### src/rtl/prime_pkg.sv
// Shared types and constants for the prime stream generator.
package prime_pkg;

    typedef enum logic [2:0] {
        IDLE,
        LOAD,
        CAND,
        DINIT,
        SUB,
        CHECK,
        EMIT,
        FIN
    } state_t;

    localparam int FIRST_PRIME = 2;

endpackage

### src/rtl/prime_stream_gen_if.sv
// Control inputs and prime output stream of prime_stream_gen.
interface prime_stream_gen_if #(
    parameter int W  = 8,
    parameter int CW = 8
);
    logic [W-1:0]  N;
    logic          Start;
    logic [W-1:0]  Prime;
    logic          Valid;
    logic          Ready;
    logic          Busy;
    logic          Done;
    logic [CW-1:0] Count;

    modport master (
        output N, Start, Ready,
        input  Prime, Valid, Busy, Done, Count
    );

    modport slave (
        input  N, Start, Ready,
        output Prime, Valid, Busy, Done, Count
    );
endinterface

### src/rtl/rem_sub_unit.sv
// Remainder register: loads the dividend, then subtracts the divisor
// once per step until the remainder falls below it.
module rem_sub_unit #(
    parameter int W = 8
) (
    input  logic         Clk,
    input  logic         Rst_n,
    input  logic         i_load,
    input  logic         i_step,
    input  logic [W-1:0] i_load_val,
    input  logic [W-1:0] i_d,
    output logic         o_lt,
    output logic         o_zero
);
    logic [W-1:0] r_r;

    always_ff @(posedge Clk or negedge Rst_n) begin
        if (!Rst_n) begin
            r_r <= '0;
        end else if (i_load) begin
            r_r <= i_load_val;
        end else if (i_step && !o_lt) begin
            r_r <= r_r - i_d;
        end
    end

    assign o_lt   = (r_r < i_d);
    assign o_zero = (r_r == '0);
endmodule

### src/rtl/prime_stream_gen.sv
// Enumerates all primes 2..N in ascending order on a valid/ready stream,
// testing each candidate by trial division with repeated subtraction.
module prime_stream_gen #(
    parameter int W  = 8,
    parameter int CW = 8
) (
    input  logic              Clk,
    input  logic              Rst_n,
    prime_stream_gen_if.slave bus
);
    import prime_pkg::*;

    localparam logic [W-1:0] P2 = W'(FIRST_PRIME);

    state_t r_state;
    state_t w_next;

    logic [W-1:0]  r_nl;
    logic [W-1:0]  r_c;
    logic [W-1:0]  r_d;
    logic [W-1:0]  r_prime;
    logic [CW-1:0] r_count;

    logic          w_lt;
    logic          w_zero;
    logic [W:0]    w_d1;

    // a1 start, a2 divisor init, a3 divisor inc, a4 subtract,
    // a5 capture prime, a6 accept, a7 next candidate
    logic w_a1, w_a2, w_a3, w_a4, w_a5, w_a6, w_a7;

    assign w_d1 = {1'b0, r_d} + (W+1)'(1);

    always_ff @(posedge Clk or negedge Rst_n) begin
        if (!Rst_n) r_state <= IDLE;
        else        r_state <= w_next;
    end

    always_comb begin
        w_next = r_state;
        w_a1   = 1'b0;
        w_a2   = 1'b0;
        w_a3   = 1'b0;
        w_a4   = 1'b0;
        w_a5   = 1'b0;
        w_a6   = 1'b0;
        w_a7   = 1'b0;
        unique case (r_state)
            IDLE: begin
                if (bus.Start) begin
                    w_a1   = 1'b1;
                    w_next = LOAD;
                end
            end
            LOAD: begin
                w_next = (r_nl < P2) ? FIN : DINIT;
            end
            DINIT: begin
                w_a2 = 1'b1;
                if (r_c == P2) begin
                    w_a5   = 1'b1;
                    w_next = EMIT;
                end else begin
                    w_next = SUB;
                end
            end
            SUB: begin
                w_a4 = 1'b1;
                if (w_lt) w_next = CHECK;
            end
            CHECK: begin
                if (w_zero) begin
                    w_next = CAND;
                end else if (w_d1 == {1'b0, r_c}) begin
                    w_a5   = 1'b1;
                    w_next = EMIT;
                end else begin
                    w_a3   = 1'b1;
                    w_next = SUB;
                end
            end
            EMIT: begin
                if (bus.Ready) begin
                    w_a6   = 1'b1;
                    w_next = CAND;
                end
            end
            // Compare before incrementing so N at full scale never wraps C.
            CAND: begin
                if (r_c == r_nl) begin
                    w_next = FIN;
                end else begin
                    w_a7   = 1'b1;
                    w_next = DINIT;
                end
            end
            FIN: begin
                w_next = IDLE;
            end
            default: begin
                w_next = IDLE;
            end
        endcase
    end

    always_ff @(posedge Clk or negedge Rst_n) begin
        if (!Rst_n) begin
            r_nl    <= '0;
            r_c     <= '0;
            r_d     <= '0;
            r_prime <= '0;
            r_count <= '0;
        end else begin
            if (w_a1) begin
                r_nl    <= bus.N;
                r_c     <= P2;
                r_count <= '0;
            end
            if (w_a2) r_d <= P2;
            if (w_a3) r_d <= w_d1[W-1:0];
            if (w_a5) r_prime <= r_c;
            if (w_a6 && (r_count != '1)) r_count <= r_count + 1'b1;
            if (w_a7) r_c <= r_c + 1'b1;
        end
    end

    rem_sub_unit #(.W(W)) u_rem (
        .Clk        (Clk),
        .Rst_n      (Rst_n),
        .i_load     (w_a2 | w_a3),
        .i_step     (w_a4),
        .i_load_val (r_c),
        .i_d        (w_a2 ? P2 : r_d),
        .o_lt       (w_lt),
        .o_zero     (w_zero)
    );

    assign bus.Prime = r_prime;
    assign bus.Valid = (r_state == EMIT);
    assign bus.Busy  = (r_state != IDLE);
    assign bus.Done  = (r_state == FIN);
    assign bus.Count = r_count;
endmodule

### src/flat_wrapper.sv
// flat-port wrapper written by rule: the top's interface ports become plain ports
module prime_stream_gen_flat import prime_pkg::*;
#(
    parameter int W  = 8,
    parameter int CW = 8
)
  (Clk, Rst_n, bus_N, bus_Start, bus_Ready, bus_Prime, bus_Valid, bus_Busy, bus_Done, bus_Count);
  prime_stream_gen_if #(.W(W), .CW(CW)) bus_i ();
  input  logic Clk;
  input  logic Rst_n;
  input wire logic [$bits(bus_i.N)-1:0] bus_N;
  input wire logic [$bits(bus_i.Start)-1:0] bus_Start;
  input wire logic [$bits(bus_i.Ready)-1:0] bus_Ready;
  output wire logic [$bits(bus_i.Prime)-1:0] bus_Prime;
  output wire logic [$bits(bus_i.Valid)-1:0] bus_Valid;
  output wire logic [$bits(bus_i.Busy)-1:0] bus_Busy;
  output wire logic [$bits(bus_i.Done)-1:0] bus_Done;
  output wire logic [$bits(bus_i.Count)-1:0] bus_Count;
  assign bus_i.N = bus_N;
  assign bus_i.Start = bus_Start;
  assign bus_i.Ready = bus_Ready;
  assign bus_Prime = bus_i.Prime;
  assign bus_Valid = bus_i.Valid;
  assign bus_Busy = bus_i.Busy;
  assign bus_Done = bus_i.Done;
  assign bus_Count = bus_i.Count;
  prime_stream_gen #(.W(W), .CW(CW)) u_core (.Clk(Clk), .Rst_n(Rst_n), .bus(bus_i));
endmodule
### config.mk
export PLATFORM = sky130hd
export DESIGN_NAME = prime_stream_gen_flat
export DESIGN_NICKNAME = d
export VERILOG_FILES = /design/src/rtl/prime_pkg.sv /design/src/rtl/prime_stream_gen_if.sv /design/src/rtl/rem_sub_unit.sv /design/src/rtl/prime_stream_gen.sv /design/src/flat_wrapper.sv
export SDC_FILE = /design/constraint.sdc
export NUM_CORES = 1
export LEC_CHECK = 0
export BUFFER_PORTS_ARGS = -buffer_cell sky130_fd_sc_hd__buf_4
export CAP_MARGIN = 20
export CORE_UTILIZATION = 40
export DETAILED_ROUTE_END_ITERATION = 10
export SYNTH_ARGS = -nofsm -noshare
export SYNTH_HDL_FRONTEND = slang
export SYNTH_SLANG_ARGS = --single-unit
### constraint.sdc
create_clock -name Clk -period 4.35 [get_ports Clk]
set_input_delay 0.2175 -clock Clk [delete_from_list [all_inputs] [get_ports Clk]]
set_output_delay 0.2175 -clock Clk [all_outputs]
set_load 0.1 [all_outputs]
## Word level (Yosys, flattened, before mapping)

Index checks and enable logic that the tools add are counted.

| storage, ports and cells | value |
|---|---|
| register bits after elaboration | 51 |
| latch bits | 0 |
| bits in writable memories | 0 |
| bits in read-only memories | 0 |
| bits of input ports | 12 |
| output and inout bits | 19 |
| logic and storage cells | 70 |
| memories | 0 |

| cells by class | value |
|---|---|
| add/subtract/negate cells | 4 |
| $mul | 0 |
| div/mod/pow operators | 0 |
| magnitude comparators | 2 |
| equality and inequality tests | 14 |
| shift operators | 0 |
| multiplexer cells | 32 |
| bitwise logic cells | 1 |
| reduce and logical (&&, ||, !) cells | 10 |

Operators by type and width:

| cell | number |
|---|---|
| $mux 8 | 8 |
| $pmux 3 s8 | 1 |
| $mux 3 | 6 |
| $add 8x1->8 const B | 2 |
| $mux 1 | 14 |
| $eq 3x3->1 const B | 4 |
| $add 8x1->9 const B | 1 |
| $eq 9x8->1 | 1 |
| $eq 8x2->1 const B | 1 |
| $eq 8x8->1 | 1 |
| $logic_not 8->1 | 1 |
| $lt 8x2->1 const B | 1 |
| $lt 8x8->1 | 1 |
| $ne 8x8->1 const B | 1 |
| $sub 8x8->8 | 1 |
| $eq 3x2->1 const B | 2 |
| $ne 2x2->1 const B | 3 |
| $reduce_bool 2->1 | 3 |
| $mux 2 | 2 |
| $eq 3x1->1 const B | 1 |
| $logic_not 3->1 | 1 |
| $reduce_and 3->1 | 1 |
| $reduce_bool 3->1 | 1 |
| $logic_and 1x1->1 | 2 |
| other kinds (3) | 3 |

## Longest topological paths before layout

Gate-level depths: netlist of run 1.

| logic depth | value |
|---|---|
| depth after elaboration | 8 |
| mapped depth | 16 |
| depth with buffers taken out | 13 |

## Cells and area by module

Synthesis of run 1 repeated with hierarchy kept, for this count alone.

| second synthesis, totals | value |
|---|---|
| cells, all modules | 357 |
| area total of the unflattened synthesis | 3,362.0 sq um |

By module, submodules not included:

| module | instances | cells an instance | area each (sq um) | sequential area each (sq um) |
|---|---|---|---|---|
| prime_stream_gen | 1 | 268 | 2,575.0 | 1,076.0 |
| rem_sub_unit | 1 | 89 | 787.0 | 200.2 |

## Worst setup path before layout of run 1

OpenSTA, ideal clock, no wires.

| path | value |
|---|---|
| path kind | register to register |
| start | register u_core.r_state[1] |
| end | register u_core.u_rem.r_r[4] |
| library setup time | 66 ps |
| arrival time | 3,163 ps |
| required time | 4,284 ps |
| setup slack | 1,121 ps |
| stages on the path, launching flop included | 17 |
| buffers on the path | 3 |
| period minus slack after synthesis | 3,229 ps |
| cell sequence | dfrtp_1 > clkbuf_1 > nand2_1 > or2_2 > clkbuf_1 > nand2_1 > inv_1 > ha_1 > inv_1 > fa_1 > a211oi_1 > o21ai_0 > a31oi_1 > or4b_2 > clkbuf_1 > nor3_1 > a221o_1 |

| on the way | value |
|---|---|
| longest elaborated chain between the ends | 7 |
| elaborated cells between the ends (all ways) | 15 |
| classes of those cells | add/sub: 1; order compare: 1; eq/ne: 3; mux: 6; bitwise: 1; reduce/logical: 3 |

Ends and longest elaborated chain:

| element | RTL line | text |
|---|---|---|
| from (decl) | prime_stream_gen.sv:15 | `state_t r_state;` |
| from (signal assigned) | prime_stream_gen.sv:36 | `else r_state <= w_next;` |
| $eq 3x2->1 | prime_stream_gen.sv:48 | `unique case (r_state)` |
| $mux 1 | prime_stream_gen.sv:48 |  |
| $mux 8 | prime_stream_gen.sv:133 | `.i_d (w_a2 ? P2 : r_d),` |
| $lt 8x8->1 | rem_sub_unit.sv:27 | `assign o_lt = (r_r < i_d);` |
| $logic_not 1->1 | rem_sub_unit.sv:22 | `end else if (i_step && !o_lt) begin` |
| $logic_and 1x1->1 | rem_sub_unit.sv:22 |  |
| $reduce_bool 2->1 (no line) | - |  |
| to (signal assigned) | rem_sub_unit.sv:21 | `r_r <= i_load_val;` |
| to (signal assigned) | rem_sub_unit.sv:23 | `r_r <= r_r - i_d;` |
| to (decl) | rem_sub_unit.sv:15 | `logic [W-1:0] r_r;` |

Several ways; a longest one is shown, not always the timed one. The select of a mux whose other input is x is not followed.
A chain may end at the register's enable or synchronous reset.

## Final worst setup path of run 1

| path | value |
|---|---|
| start | register u_core.r_state[0] |
| end | register u_core.u_rem.r_r[7] |

The elaborated chain is that of the path after synthesis.

==> metrics.md, run 1 <==
| Metric | Value |
|---|---|
| Status | `completed` |
| Commonest cells in the netlist | `nand2_1 (60), dfrtp_1 (51), o21ai_0 (28)` |
| Simple-Gate Fraction of Synth Area | `22.1%` |
| IO Count | `31` |
| Clk_skew | `0.00706 ns` |
| Element type at the critical path end | `flop` |
| CTS H-tree lvls | `2` |
| Clock-pin slew on the worst setup and hold paths | `0.10 ns` |
| Total Wirelength | `7.34 mm` |
| Multi-input logic area | `0.00178 mm2` |
| Final setup vio count | `0` |
| Syn Inst Count | `355` |
| Clock sinks | `51` |
| Post-synthesis async set-or-reset flop share | `100%` |
| CTS max path bufs | `2` |
| Crit path time final | `3.40 ns` |
| Relative slew slack | `56.1%` |
| Synth-to-layout area growth | `12.2%` |
| Top area cells in the synthesized netlist | `dfrtp_1 (40%), nand2_1 (7.1%), mux2i_1 (5.7%)` |
| Power per cell area | `220 mW/mm2` |
| Die area | `0.00833 mm2` |
| Post-CTS Resized | `0` |
| DR vias | `2609` |
| DIE HEIGHT | `91.3 um` |
| # port buffers | `30` |
| Nets | `401` |
| Most common cell in the netlist | `nand2_1` |
| Post-synthesis mux area share | `6.36%` |
| Hpwl dp | `5.34 mm` |
| Design Power | `0.786 mW` |
| Number of enable flip-flop cells after synthesis | `0` |
| Post-route ant nets | `0` |
| CTS buffer count | `5` |
| Standard-cell rows | `32` |
| Post-Syn Nets | `380` |
| Max Clk Rate | `0.294 GHz` |
| CP startpoint kind | `flop` |
| Sequential cell area | `0.00128 mm2` |
| Final slew viol count | `0` |
| Global Route Usage Sum | `18.5%` |
| Starting DRT DRC Count | `127` |
| Slew @ Worst Pin | `0.649 ns` |
| Postcts setup bufs | `0` |
| Core area | `0.00773 mm2` |
| Setup repair after global routing missed its margin | `no` |
| CTS tree | `done` |
| Post-layout util | `46.3%` |
| Register area share after synthesis | `40.0%` |
| Maximum vdd drop | `107 uV` |
| Final hold violation count | `0` |
| Period utilization | `78.1%` |
| Compound-Gate Fraction of Synth Area | `15.2%` |
| Largest family of logic cells by synthesized area | `simple AND/OR/NAND/NOR gates` |
| Initial antenna violation count | `0` |
| Yosys warns | `0` |
| Maxcap violations | `0` |
| Crit path DAT | `3.60 ns` |
| Synth area leader | `dfrtp_1` |
| Initial Util | `41.2%` |
| Worst min path class | `in -> reg` |
| Synthesized area | `0.00319 mm2` |
| Synth cell types | `54` |
| Leak | `1.72 nW` |
| Clk root buf | `clkbuf_8` |
| Crit-path max FO | `12` |
| Antenna cell count | `0` |
| Yosys reg bits | `51` |
| Die Wd | `91.3 um` |
| Global-route wire length before repair | `12.2 mm` |
| Critical path data required time | `4.55 ns` |
| # DRC | `0` |
| Hold buffer count at cts | `1` |
| Overflow after GRT | `0` |
| Pin count of the biggest net entering global routing | `52` |
| Wire length per cell | `15.3 um` |
| Post-synthesis adder-cell area fraction | `5.34%` |
| Layout cells sized above 1 | `13.5%` |
| Clk Latency, worst-skew pair | `0.31 ns` |
| DRT Pass-1 Iters | `4` |
| Hold_ws | `0.0798 ns` |
| Mean Syn Cell Area | `8.98 um2` |
| Synth Flop Type | `dfrtp_1` |
| Post-Synth XOR/XNOR Area | `6.87%` |
| Top cell type's share of synthesized area | `40.0%` |
| Vias in the first global route | `2413` |
| Kind of critical path | `reg -> reg` |
| Final setup TNS | `0 ns` |
| Routability congestion estimate | `0.819` |
| Filler cells | `761` |
| Routed vias/inst | `5.45` |
-- cell families (layout without fill, tap and decap cells) --
kind of cell               after synthesis  in the layout
buffers and inverters                   33             55
xor gates and xnor gates                25             25
and+or+nand+nor                        143            143
AOI/OAI and AO/OA                       70             70
adders and majority gates               13             13
DFF                                     51             51
muxes                                   20             20
-- per-stage QoR --
stage | setup slack [ns] | instances | instance area [um2]
after CTS | 0.969 | 479 | 3580
final | 0.953 | 479 | 3580
after detailed placement | 1.00 | 470 | 3470
after global routing | 0.606 | 479 | 3580
after floorplan | 1.12 | 355 | 3190
after global placement | 1.14 | 470 | 3470
-- layer usage --
metal / share of wire (%) / GRT usage (%) / up-vias / wire length, um
met3: 3.2 / 2.85 / 11 / 238
met2: 46 / 29.1 / 53 / 3390
met5: 0 / 0 / - / 0
li1: - / - / 1295 / -
met1: 49 / 26.3 / 1250 / 3590
met4: 1.7 / 5.69 / 0 / 125
-- registers in the layout, indices dropped and copies added, names as in the netlist --
signal,count
u_core.bus.Count,8
u_core.r_d,8
u_core.r_c,8
u_core.r_nl,8
u_core.bus.Prime,8
u_core.r_state,3
u_core.u_rem.r_r,8
-- path summary, 6_finish.rpt --
| path | slack [ns] | to | cells past startpoint | start |
|---|---|---|---|---|
| setup / recovery | 0.95 | u_core.u_rem.r_r[7]$_DFFE_PN0P_ | 13 | u_core.r_state[0]$_DFFE_PN0P_ |
| hold / removal | 0.08 | u_core.r_nl[6]$_DFFE_PN0P_ | 3 | bus_N[6] |
| setup reg to reg | 0.95 | u_core.u_rem.r_r[7]$_DFFE_PN0P_ | 13 | u_core.r_state[0]$_DFFE_PN0P_ |
| hold reg to reg | 0.51 | u_core.r_nl[0]$_DFFE_PN0P_ | 2 | u_core.r_nl[0]$_DFFE_PN0P_ |
| max in group asynchronous | 3.44 | u_core.r_d[1]$_DFF_PN0_ | 2 | Rst_n |
| min in group asynchronous | 0.47 | u_core.bus.Count[5]$_DFFE_PN0P_ | 2 | Rst_n |
-- worst max-delay path, stage by stage, from the launching register on --
cell,delay [ns]
dfrtp_1,0.55
nand2_1,0.14
or2_2,0.41
nand2_1,0.12
inv_1,0.05
ha_1,0.18
inv_1,0.07
fa_1,0.21
a211oi_1,0.12
o21ai_0,0.19
a31oi_1,0.14
nor4b_1,0.57
nor3_2,0.19
a221o_1,0.34
-- power breakdown --
part,switching [mW],internal [mW],total (mW)
Sequential,0,0.474,0.474
Combinational,0.0110,0.00688,0.0179
Clock,0.176,0.118,0.294
Total,0.187,0.598,0.786
-- layout by cell type, fill, tap and decap left out, drive strengths merged, types with 5 or more instances in the layout --
master	netlist	routed
a31oi	5	5
xnor2	10	10
inv	15	17
clkbuf	13	5
nand2	60	60
dfrtp	51	51
and3	5	5
a21oi	7	7
buf	5	31
xor2	15	15
mux2i	18	18
nor2	19	19
o21ai	28	28
nand3	20	20
ha	12	12
nor3	8	8
a221o	5	5
nor4	6	6
-- final cells by class --
cell class                      count  share of cell area [%]
Multi-Input combinational cell    271                    49.8
Clock buffer                        5                    1.92
Inverter                           15                    1.57
Sequential cell                    51                    35.7
Timing Repair Buffer               32                    6.79
Tap cell                          102                    3.57
Clock inverter                      3                   0.700
(Power assumes the default switching activity.)
==> run 2, diff against run 1 <==
==> constraint.sdc (replaced) <==
create_clock -name Clk -period 2.83 [get_ports Clk]
set_input_delay 0.1415 -clock Clk [delete_from_list [all_inputs] [get_ports Clk]]
set_output_delay 0.1415 -clock Clk [all_outputs]
set_load 0.1 [all_outputs]
==> run 2 against run 1 <==
Compared with the run above:
- register-to-register slack worse by 0.78 ns
- fmax grew 28%
- wire length increased by 1.9%
- non-clock buffer count grew 7
- sequential cell count is the same
- largest cell class unchanged
==> metrics.md, run 2 (synthesis gave the netlist of run 1 again) <==
| Metric | Value |
|---|---|
| Status | `completed` |
| Starting DRT DRC Count | `106 (-17%)` |
| Routed vias/inst | `5.41 (-0.76%)` |
| CTS max path bufs | `2 (unchanged)` |
| Antenna cell count | `0 (unchanged)` |
| IO Count | `31 (unchanged)` |
| Worst Hold Endpoint | `u_core.r_nl[5]$_DFFE_PN0P_` |
| Crit path DAT | `2.86 ns (-0.74 ns)` |
| Clock sinks | `51 (unchanged)` |
| Switching Share | `24.3% (+0.41 points)` |
| Kind of critical path | `reg -> reg` |
| Post-route ant nets | `0 (unchanged)` |
| DR vias | `2627 (+0.69%)` |
| Hpwl dp | `5.47 mm (+2.3%)` |
| Routability congestion estimate | `0.818 (about the same)` |
| Clk Latency, worst-skew pair | `0.32 ns (about the same)` |
| CP startpoint kind | `flop` |
| Global Route Usage Sum | `18.9% (+0.41 points)` |
| Crit-path max FO | `10 (-2)` |
| Power per cell area | `326 mW/mm2 (+48%)` |
| Setup ws final | `0.173 ns (-0.780 ns)` |
| Clock-pin slew on the worst setup and hold paths | `0.11 ns (about the same)` |
| Clock power frac | `37.9% (+0.5 points)` |
| Core area | `0.00773 mm2 (unchanged)` |
| Final setup vio count | `0 (unchanged)` |
| Most common cell after layout, fill and taps aside | `nand2_1` |
| Critical path data required time | `3.03 ns (-1.52 ns)` |
| Setup repair after global routing missed its margin | `no` |
| Final slew viol count | `0 (unchanged)` |
| Slew @ Worst Pin | `0.669 ns (+0.0205 ns)` |
| Relative slew slack | `55.4% (-0.76 points)` |
| Synth-to-layout area growth | `17.2%` |
| Worst reg2reg setup slack | `0.17 ns (-0.78 ns)` |
| CTS buffer count | `5 (unchanged)` |
| Element type at the critical path end | `flop` |
| Initial antenna violation count | `0 (unchanged)` |
| DRT Pass-1 Iters | `4 (unchanged)` |
| # DRC | `0 (unchanged)` |
| Leak | `1.79 nW (+4.0%)` |
| Initial Util | `41.2% (unchanged)` |
| Maxcap violations | `0 (unchanged)` |
| Die Wd | `91.3 um (unchanged)` |
| Hold Path Stages | `3 (unchanged)` |
| Vias in the first global route | `2520 (+4.4%)` |
| Place WS | `0.0786 ns (-0.922 ns)` |
| Total Wirelength | `7.48 mm (+1.9%)` |
| Final hold violation count | `0 (unchanged)` |
| Max Clk Rate | `0.376 GHz (+28%)` |
| Clk root buf | `clkbuf_8` |
| DIE HEIGHT | `91.3 um (unchanged)` |
| Die area | `0.00833 mm2 (unchanged)` |
| R2R depth | `11 (-2)` |
| Clk_skew | `0.0141 ns (+0.00704 ns)` |
| Worst hold start | `bus_N[5]` |
| Global-route wire length before repair | `12.4 mm (+1.4%)` |
| Pin count of the biggest net entering global routing | `52 (unchanged)` |
| # port buffers | `30 (unchanged)` |
| Pint | `0.923 mW (+54%)` |
| Nets | `408 (+1.7%)` |
| Most frequent cells in the layout | `nand2_1 (58), dfrtp_1 (51), buf_4 (38)` |
| Layout cells sized above 1 | `18.5% (+5.0 points)` |
| Hold_ws | `0.00695 ns (-0.0729 ns)` |
| Worst min path class | `in -> reg` |
| Overflow after GRT | `0 (unchanged)` |
| Standard-cell rows | `32 (unchanged)` |
| Net Switching | `0.296 mW (+58%)` |
| Design Power | `1.22 mW (+55%)` |
| Comb power frac | `2.3% (about the same)` |
| CTS tree | `done` |
| Period utilization | `93.9% (+16 points)` |
| Final setup TNS | `0 ns (unchanged)` |
| Wire length per cell | `15.4 um (+0.44%)` |
| Area post-placement | `0.00357 mm2 (+2.9%)` |
| Seq pwr share | `59.8% (-0.5 points)` |
| Filler cells | `748 (-1.7%)` |
| CTS H-tree lvls | `2 (unchanged)` |
| Final instance area | `0.00374 mm2 (+4.4%)` |
| Reg-to-reg startpoint | `u_core.r_state[1]$_DFFE_PN0P_` |
| Maximum vdd drop | `219 uV (+110%)` |
| Crit path time final | `2.66 ns (-0.740 ns)` |
| Worst reg2reg endpoint | `u_core.u_rem.r_r[5]$_DFFE_PN0P_` |
-- run 2: changes by cell type in the layout (fill, tap and decap cells not counted), moves of 2 or more --
| cell | before | now |
|---|---|---|
| buf_4 | 31 | 38 |
| inv_2 | 0 | 2 |
| ha_4 | 0 | 2 |
| o21ai_0 | 28 | 26 |
| nand2_1 | 60 | 58 |
| ha_1 | 12 | 9 |
| inv_1 | 15 | 13 |
-- run 2: cell type report --
type / instances / area [um2] / share of cell area [%]
Clock buffer: 5 / 68.8 / 1.84
Clock inverter: 3 / 27.5 / 0.737
Inverter: 15 / 56.3 / 1.51
Multi-Input combinational cell: 271 / 1880 / 50.4
Sequential cell: 51 / 1280 / 34.2
Tap cell: 102 / 128 / 3.42
Timing Repair Buffer: 39 / 295 / 7.90
-- run 2: timing repair --
item | in CTS | in global routing
hold buffers | 1 | 0
gates resized for setup | 0 | 10
endpoints found under the hold margin | 51 | 0
endpoints found under the setup margin | 0 | 8
setup buffers | 0 | 0
-- run 2: worst max path at each step --
| stage | startpoint | to | cells after the start | slack [ns] |
|---|---|---|---|---|
| finish | u_core.r_state[1]$_DFFE_PN0P_ | u_core.u_rem.r_r[5]$_DFFE_PN0P_ | 11 | 0.17 |
| global route | u_core.r_state[1]$_DFFE_PN0P_ | u_core.u_rem.r_r[5]$_DFFE_PN0P_ | 11 | 0.02 |
| CTS | u_core.r_state[1]$_DFFE_PN0P_ | u_core.u_rem.r_r[3]$_DFFE_PN0P_ | 13 | 0.05 |
| detailed placement | u_core.r_state[0]$_DFFE_PN0P_ | u_core.u_rem.r_r[5]$_DFFE_PN0P_ | 13 | 0.08 |
| global placement | u_core.r_state[0]$_DFFE_PN0P_ | u_core.u_rem.r_r[5]$_DFFE_PN0P_ | 13 | 0.14 |
| floorplan | u_core.r_state[1]$_DFFE_PN0P_ | u_core.u_rem.r_r[5]$_DFFE_PN0P_ | 15 | 0.003 |
-- run 2: metrics by stage --
stage | util [%] | cells
2_1_floorplan | - | 355
3_3_place_gp | 46.2 | 477
3_5_place_dp | 46.2 | 477
4_1_cts | 47.6 | 486
5_1_grt | 48.3 | 486
6_report | 48.3 | 486
-- run 2: metal layers --
layer  up-vias  GRT usage (%)  routed length [um]
li1       1313              -                   -
met1      1249           24.9                3540
met3        10           3.18                 265
met5         -              0                   0
met4         0           5.42                 103
met2        55           32.1                3570
-- run 2: power groups by stage --
stage / registers [mW] / clock network (mW) / logic (mW)
6_report: 0.728 / 0.462 / 0.0279
5_1_grt: 0.728 / 0.499 / 0.0326
4_1_cts: 0.728 / 0.477 / 0.0297
3_5_place_dp: 0.743 / 0 / 0.0286
3_3_place_gp: 0.743 / 0 / 0.0284
2_1_floorplan: 0.743 / 0 / 0.000178
-- run 2: critical path, stage by stage, from the launching register on --
cell,delay [ns]
dfrtp_1,0.40
nand2_4,0.06
or2_4,0.25
buf_4,0.17
nand2_1,0.13
ha_4,0.24
a211oi_4,0.28
o21ai_2,0.12
a31oi_4,0.24
nor4b_4,0.09
or3_1,0.31
o221a_1,0.24
